--- src/rtl/regfile_scoreboard.sv ---
// Integer register file: 2 read ports, 2 prioritised write ports, busy scoreboard, sweep-clear engine.
// Latency: reads and busy flags are combinational; writes and scoreboard updates commit on the next rising edge.
// Backpressure: none on ports; clr_busy stalls the pipeline for NREG cycles while the sweep runs.
//
// Ports:
//   clk, rst                     clock (rising edge), async active-high reset
//   rs1/rs2 -> rd1/rd2           read addresses and data (0 while sweeping)
//   rs1_busy/rs2_busy            scoreboard flags for the read addresses
//   wb0_* / wb1_*                writeback ports, wb1 is the younger instruction and wins conflicts
//   iss_en/iss_rd                marks the issuing instruction's destination busy
//   flush                        clears every busy bit
//   clr_req -> clr_busy          starts the register sweep / sweep in progress
module regfile_scoreboard #(
  parameter int XLEN     = 32,
  parameter int NREG     = 32,
  localparam int AW      = $clog2(NREG),
  parameter int BYPASS   = 1,
  parameter int ZERO_REG = 1
) (
  input  logic            clk,
  input  logic            rst,
  input  logic [AW-1:0]   rs1,
  input  logic [AW-1:0]   rs2,
  output logic [XLEN-1:0] rd1,
  output logic [XLEN-1:0] rd2,
  output logic            rs1_busy,
  output logic            rs2_busy,
  input  logic            wb0_en,
  input  logic [AW-1:0]   wb0_addr,
  input  logic [XLEN-1:0] wb0_data,
  input  logic            wb1_en,
  input  logic [AW-1:0]   wb1_addr,
  input  logic [XLEN-1:0] wb1_data,
  input  logic            iss_en,
  input  logic [AW-1:0]   iss_rd,
  input  logic            flush,
  input  logic            clr_req,
  output logic            clr_busy
);

  localparam logic [0:0] ST_IDLE  = 1'b0;
  localparam logic [0:0] ST_SWEEP = 1'b1;

  logic [XLEN-1:0] regs_q [NREG];
  logic [XLEN-1:0] regs_d [NREG];
  logic [NREG-1:0] busy_q, busy_d;
  logic [0:0]      state_q, state_d;
  logic [AW-1:0]   idx_q, idx_d;

  logic sweeping;
  assign sweeping = (state_q == ST_SWEEP);
  assign clr_busy = sweeping;

  // Next-state for array, scoreboard and sweep engine.
  always_comb begin
    regs_d  = regs_q;
    busy_d  = busy_q;
    state_d = state_q;
    idx_d   = idx_q;
    if (!sweeping) begin
      // Port 1 assigned last so the younger instruction wins an address clash.
      if (wb0_en) regs_d[wb0_addr] = wb0_data;
      if (wb1_en) regs_d[wb1_addr] = wb1_data;
      if (clr_req) begin
        state_d = ST_SWEEP;
        idx_d   = '0;
        busy_d  = '0;
      end else if (flush) begin
        busy_d = '0;
      end else begin
        if (wb0_en) busy_d[wb0_addr] = 1'b0;
        if (wb1_en) busy_d[wb1_addr] = 1'b0;
        // Issue applied after writeback clears: a new producer keeps the register busy.
        if (iss_en) busy_d[iss_rd] = 1'b1;
      end
    end else begin
      regs_d[idx_q] = '0;
      if (idx_q == AW'(NREG - 1)) begin
        state_d = ST_IDLE;
        idx_d   = '0;
      end else begin
        idx_d = idx_q + AW'(1);
      end
    end
    if (ZERO_REG != 0) begin
      regs_d[0] = '0;
      busy_d[0] = 1'b0;
    end
  end

  always_ff @(posedge clk or posedge rst) begin
    if (rst) begin
      for (int i = 0; i < NREG; i++) regs_q[i] <= '0;
      busy_q  <= '0;
      state_q <= ST_IDLE;
      idx_q   <= '0;
    end else begin
      for (int i = 0; i < NREG; i++) regs_q[i] <= regs_d[i];
      busy_q  <= busy_d;
      state_q <= state_d;
      idx_q   <= idx_d;
    end
  end

  // Bypass hits; writes are ignored while sweeping so forwarding is suppressed too.
  logic byp_on;
  logic h1_wb0, h1_wb1, h2_wb0, h2_wb1;
  assign byp_on = (BYPASS != 0) && !sweeping;
  assign h1_wb0 = byp_on && wb0_en && (wb0_addr == rs1);
  assign h1_wb1 = byp_on && wb1_en && (wb1_addr == rs1);
  assign h2_wb0 = byp_on && wb0_en && (wb0_addr == rs2);
  assign h2_wb1 = byp_on && wb1_en && (wb1_addr == rs2);

  always_comb begin
    rd1 = regs_q[rs1];
    if (h1_wb1)      rd1 = wb1_data;
    else if (h1_wb0) rd1 = wb0_data;
    if (sweeping || ((ZERO_REG != 0) && (rs1 == '0))) rd1 = '0;
  end

  always_comb begin
    rd2 = regs_q[rs2];
    if (h2_wb1)      rd2 = wb2_sel_dummy(wb1_data);
    else if (h2_wb0) rd2 = wb0_data;
    if (sweeping || ((ZERO_REG != 0) && (rs2 == '0))) rd2 = '0;
  end

  function automatic logic [XLEN-1:0] wb2_sel_dummy(input logic [XLEN-1:0] d);
    return d;
  endfunction

  // A forwarded operand is not a hazard, so the busy flag is masked on a bypass hit.
  assign rs1_busy = !sweeping && busy_q[rs1] && !(h1_wb0 || h1_wb1);
  assign rs2_busy = !sweeping && busy_q[rs2] && !(h2_wb0 || h2_wb1);

endmodule
--- config.mk ---
export PLATFORM = sky130hd
export DESIGN_NAME = regfile_scoreboard
export DESIGN_NICKNAME = d
export VERILOG_FILES = /design/src/rtl/regfile_scoreboard.sv
export SDC_FILE = /design/constraint.sdc
export NUM_CORES = 2
export LEC_CHECK = 0
export BUFFER_PORTS_ARGS = -buffer_cell sky130_fd_sc_hd__buf_2
export CORE_MARGIN = 4
export CORE_UTILIZATION = 24
export DETAILED_ROUTE_END_ITERATION = 6
export GPL_ROUTABILITY_DRIVEN = 0
export PLACE_DENSITY_LB_ADDON = 0.15
export SYNTH_ARGS = -nofsm -noshare
export SYNTH_HDL_FRONTEND = slang
export SYNTH_SLANG_ARGS = --single-unit
--- constraint.sdc ---
create_clock -name clk -period 54 [get_ports clk]
set_input_delay 10.8 -clock clk [delete_from_list [all_inputs] [get_ports clk]]
set_output_delay 10.8 -clock clk [all_outputs]
set_load 0.01 [all_outputs]
# == Word-level counts from Yosys, hierarchy flattened ==
# Cells that the tools add are included.
# Widths: inputs -> output; s select.
# word_totals
ff_bits,1029
in_bits,96
out_inout_bits,67
# classes
n_addsub,1
n_lt_le_gt_ge,16
eq_ne,5
n_mux,51
bitwise,12
n_reduce_logical,26
# op_table
cell,count
$bwmux 1024,2
$mux 1024,2
$mux 992,2
$and 992x992->992,1
$not 992->992,1
$mux 32,24
$demux 32 s5,3
$bmux 32 s5,2
$and 32x32->32,2
$not 32->32,2
$or 32x32->32,1
$ge 6x6->1 const B,5
$lt 5x6->1 const B,5
$not 5->6,5
$eq 5x5->1,4
$lt 6x1->1 const B,3
$logic_and 1x1->1,16
$demux 1 s5,3
$ge 5x1->1 const B,3
$mux 5,3
$bmux 1 s5,2
$logic_not 5->1,2
$mux 1,8
$add 5x1->5 const B,1
other kinds (4),9

# == Logic depth before layout (Yosys ltp) ==
# logic_depth
ltp_word,19
mapped_depth,10
ltp_nobuf,7

# == Worst setup path before layout ==
# OpenSTA, ideal clock, no wires.
# synth_timing
kind,input port to output port
from,input rs2[0]
to,output rs2_busy
arrival_time_ns,12.401
setup_slack_ns,30.799
stages,7
path_buffers,3
path_cell_list,buf_4 > buf_12 > buf_8 > mux4_2 > mux4_2 > mux2i_1 > a2111oi_0
# synth_via
elab_chain_cells,5
elab_cells_between_ends,10
classes_between,eq/ne: 2; mux: 2; reduce/logical: 6
# synth_lines
item,line,source
"start, declared",23,"input logic [AW-1:0] rs2,"
"parallel branches: the longest is 4 deep, another holds $bmux 1 s5",n/a,
$logic_and 1x1->1 *,134,assign rs2_busy = !sweeping && busy_q[rs2] && !(h2_wb0 || h2_wb1);
"end, declared",27,"output logic rs2_busy,"
# Mark *: on every way between the ends. The select of a mux whose other input is x is not followed.

# == Worst setup path in the final report ==
# layout_timing
from,input rs2[0]
to,output rd2[12]
# layout_via
elab_chain_cells,7
elab_cells_between_ends,13
classes_between,eq/ne: 2; mux: 6; bitwise: 1; reduce/logical: 4
# layout_lines
item,line,source
$not 5->6 (implied by the code),122,rd2 = regs_q[rs2];
$bmux 32 s5,122,
$mux 32 (implied by the code) (2 in a row),122,
$mux 32,124,else if (h2_wb0) rd2 = wb0_data;
$mux 32,123,if (h2_wb1) rd2 = wb2_sel_dummy(wb1_data);
$mux 32 *,125,if (sweeping || ((ZERO_REG != 0) && (rs2 == '0))) rd2 = '0;
"end, declared",25,"output logic [XLEN-1:0] rd2,"
# Every way passes the cells marked *; elsewhere a longest branch is shown, timed or not. The select of a mux whose other input is x is not followed.

==> metrics.md <==
| Metric | Value |
|---|---|
| Average wire per cell in the routed design | `33.87 um` |
| Register bit count reported by yosys | `just over 1000` |
| Register clock-pin slew on the reported worst setup and hold paths | `roughly 60 ps` |
| Syn. warnings | `0` |
| Vias per Instance | `5.865` |
| Worst EP required | `43200 ps` |
| Status | `finished clean` |
| Arrival time worst endpoint | `15710 ps` |
| Largest buffer count on any clock path | `4` |
| Count of input and output buffers | `162` |
| # nets final | `7755` |
| Clock tree root buffer cell | `clkbuf_16` |
| Antenna-violating nets left | `0` |
| Hold Worst Slack | `540.9 ps` |
| Time the worst path needs with I/O delays and setup | `26510 ps` |
| Upper clock frequency limit | `approximately 0.038 GHz` |
| DRC violations left | `0` |
| Clock sink total | `1029` |
| Number of enable-type register cells in the synthesized netlist | `0` |
| Width of the die | `574.6 um` |
| Clock skew | `38.08 ps` |
| Final count of hold timing violations | `0` |
| Cell count of the worst hold path | `2` |
| Leakage dissipation | `38.48 nW` |
| Cell breakdown of the critical path | `buf_8 -> buf_4 -> buf_4 -> buf_4 -> mux2i_1 -> o22ai_1 -> o31ai_1 -> o31ai_1 -> buf_2` |
| PwrDens | `43.74 mW/mm^2` |
| Most frequent CP cell | `buf_4` |
| DRC marker count from the first detailed-route iteration | `around 8300` |
| Setup TNS Final | `0 ps` |
| Post-CTS Resized | `0` |
| Pin count of the biggest net entering global routing | `195` |
| Initial cell density of the core | `between 20% and 30%` |
| Fraction of the yosys area taken by sequential cells | `33.42%` |
| Deepest level of the CTS H-tree | `4` |
| Setup-failing EPs final | `0` |
| Number of cells traversed by the worst register-to-register path | `6` |
| Peak supply drop | `~0.056 mV` |
| Via count of the first global-routing pass | `67120` |
| First-pass DRT Iterations | `6` |
| Actual transition at the worst max-transition pin | `1390 ps` |
| Count of boundary I/O pins | `between 150 and 200` |
| Worst setup path class | `in -> out` |
| Area Growth Syn to Fin | `10.58%` |
| Start of the worst register-to-register path | `clr_busy` |
| CP startpoint kind | `input port` |
| Instance count of the mapped netlist | `8229` |
| Routed Wire Length | `408100 um` |
| First-pass GRT wire length | `565300 um` |
| Hold Crit Start | `busy_q[30]` |
| Unrepaired setup endpoints after global routing | `no` |
| Path type of the worst min-delay path | `reg -> reg` |
| Max-slew violation total from the final report | `0` |
| Via Count | `70660` |
| Crit path max-delay cell type | `o31ai_1` |
| FFs w/ async S/R, synth | `100.0%` |
| Post-Synthesis Net Count | `around 8300` |
| Average cell area after synthesis | `9.363 um^2` |
| Insertion delay of the later-clocked pin in the worst-skew pair | `850 ps` |
| Total buffers and inverters traversed by the critical path | `5` |
| Number of rows created at floorplan | `a little over 200` |
| Proportion of layout cells with a drive suffix above 1 | `11.48%` |
| Postcts setup bufs | `0` |
| Biggest fanout along the worst timing path | `60` |
| Clock buffer count from CTS | `143` |
| HPWL after detailed placement | `230000 um` |
| Dominant delay contributor by cell family on the critical path | `buffers and inverters` |
| R2r setup slk | `49040 ps` |
| Overflow left after global routing | `0` |
| Crit end category | `primary output` |
| TritonCTS clock tree | `done` |
| Antenna violations before repair | `43` |
| Maximum Capacitance Violations | `0` |
| Reg-to-Reg End | `regs_q[289]` |
| Core Area | `0.3188 mm^2` |
| Destination of the worst hold path | `busy_q[30]` |
| Max-Slew Margin vs Limit | `7.303%` |
| Area enclosed by the die boundary | `0.3302 mm^2` |
| Fraction of the cycle the final worst path needs | `49.08%` |
| Number of buffers added to fix hold violations after cts | `0` |
| Number of distinct standard cells referenced by the synthesized netlist | `59` |
| Overall global routing resource usage | `23.53%` |
| Vertical extent of the die | `approximately 570 um` |
| Synthesized area | `0.07705 mm^2` |
| Stage delay of the slowest cell on the critical path | `1020 ps` |
| Primary FF master, synth | `dfrtp_1` |
worst register-to-register path, delay by kind of cell, from the launching register on:
family,cells,cell delay [ps]
AO/OA/AOI/OAI,1,330
buffers and inverters,5,4030
flip-flops,1,550
placed cells by master (no fill, tap or decap), drive strengths merged, types with 3 or more instances in the layout:
cell,n
xor2,12
ha,5
o31ai,130
and3,20
a311oi,33
dfrtp,1029
and3b,9
nor3,99
nand4,3
mux2i,1699
nand2,62
clkinv,12
bufinv,7
inv,8
a22o,995
nand2b,44
mux2,65
diode,20
or3,67
nand3b,9
nand3,4
o22ai,320
o21ai,64
nor2,1018
a221oi,63
clkbuf,215
or3b,3
nor2b,74
a22oi,33
a41oi,4
buf,365
a32oi,64
o21a,31
a21oi,1005
nor3b,24
xnor2,8
mux4,114
a31oi,16
where the power goes:
| group | total (mW) | internal, mW | switching (mW) | leakage [nW] |
|---|---|---|---|---|
| combinational | 1.51 | 0.553 | 0.961 | 22.2 |
| clock | 0.970 | 0.564 | 0.406 | 2.20 |
| sequential | 1.24 | 0.985 | 0.257 | 14.1 |
cells by family (layout without fill, tap and decap cells):
family | after synthesis | count (layout) | share of synthesized area, %
compound gates | 2765 | 2765 | 24.88
mux | 1878 | 1878 | 26.35
simple gates | 1440 | 1440 | 8.394
buf+inv | 1092 | 607 | 6.647
flops | 1029 | 1029 | 33.42
xor+xnor | 20 | 20 | 0.2273
fa+ha+maj | 5 | 5 | 0.08120
other cells | 0 | 20 | 0
layer usage:
metal | up-vias | track usage (%) | part of all wire, %
met2 | 3648 | 35.58 | 44
met3 | 699 | 3.946 | 7.5
li1 | 29830 | - | -
met5 | - | 0 | 0.017
met4 | 10 | 9.604 | 4.5
met1 | 36470 | 33.12 | 44
how the worst max path moves through the flow:
stage	from	to	cells past startpoint
after global routing	rs1[0]	rd1[27]	9
after global placement	rs1[0]	rd1[27]	9
after floorplan	rst	busy_q[10]	1
after CTS	rs1[0]	rd1[27]	9
final	rs2[0]	rd2[12]	9
after detailed placement	rs1[0]	rd1[27]	9
registers in the layout (all words and copies together) (netlist names):
register and cells:
regs_q 992, busy_q 31, idx_q 5, clr_busy 1
layout make-up:
| class | instances | area [um^2] |
|---|---|---|
| Timing Repair Buffer | 366 | 2462 |
| Clock inverter | 21 | 299.0 |
| Fill cell | 33570 | 233600 |
| Clock buffer | 214 | 4177 |
| Tap cell | 4284 | 5360 |
| Inverter | 6 | 37.54 |
| Sequential cell | 1029 | 25750 |
| Antenna cell | 20 | 50.05 |
| Multi-Input combinational cell | 6108 | 47060 |
Yosys cell counts (3+ instances only):
master | instances | area share [%]
nand2b_1 | 44 | 0.36
a41oi_1 | 4 | 0.045
or3_1 | 67 | 0.54
nor3b_2 | 4 | 0.065
nor3_1 | 97 | 0.63
mux2_2 | 65 | 0.95
buf_1 | 110 | 0.54
nor3b_1 | 20 | 0.19
buf_2 | 192 | 1.2
mux2i_1 | 1699 | 22
nor2b_1 | 74 | 0.60
xnor2_1 | 8 | 0.091
clkbuf_2 | 15 | 0.097
buf_8 | 8 | 0.16
nor2_2 | 13 | 0.11
buf_6 | 40 | 0.58
o21ai_0 | 64 | 0.42
nand2_2 | 5 | 0.041
a21oi_1 | 1003 | 6.5
o22ai_1 | 320 | 2.6
nand3b_1 | 4 | 0.039
dfrtp_1 | 1029 | 33
o31ai_1 | 130 | 1.3
ha_1 | 5 | 0.081
a311oi_1 | 33 | 0.38
nand4_1 | 3 | 0.024
xor2_1 | 12 | 0.14
clkbuf_1 | 625 | 3.0
mux4_2 | 114 | 3.3
nand3b_4 | 5 | 0.13
a221oi_1 | 63 | 0.72
a31oi_1 | 16 | 0.13
nor2_1 | 1001 | 4.9
and3b_1 | 9 | 0.10
o21a_1 | 31 | 0.30
inv_1 | 5 | 0.024
buf_4 | 95 | 0.93
a22oi_1 | 33 | 0.32
a32oi_1 | 64 | 0.73
nor2_8 | 4 | 0.10
a22o_1 | 995 | 11
and3_1 | 20 | 0.16
nand2_1 | 57 | 0.28
metrics by stage:
stage / utilization (%) / cells / setup slack [ps] / power [mW] / area (um^2)
2_1_floorplan: - / 8229 / 14240 / 2.120 / 77050
3_3_place_gp: 25.30 / 11790 / 27530 / 2.698 / 80670
3_5_place_dp: 25.30 / 11790 / 27490 / 2.731 / 80670
4_1_cts: 26.71 / 12030 / 27480 / 3.711 / 85150
5_1_grt: 26.72 / 12040 / 27500 / 3.883 / 85190
6_report: 26.72 / 12050 / 27490 / 3.727 / 85200
(Power assumes the default switching activity.)
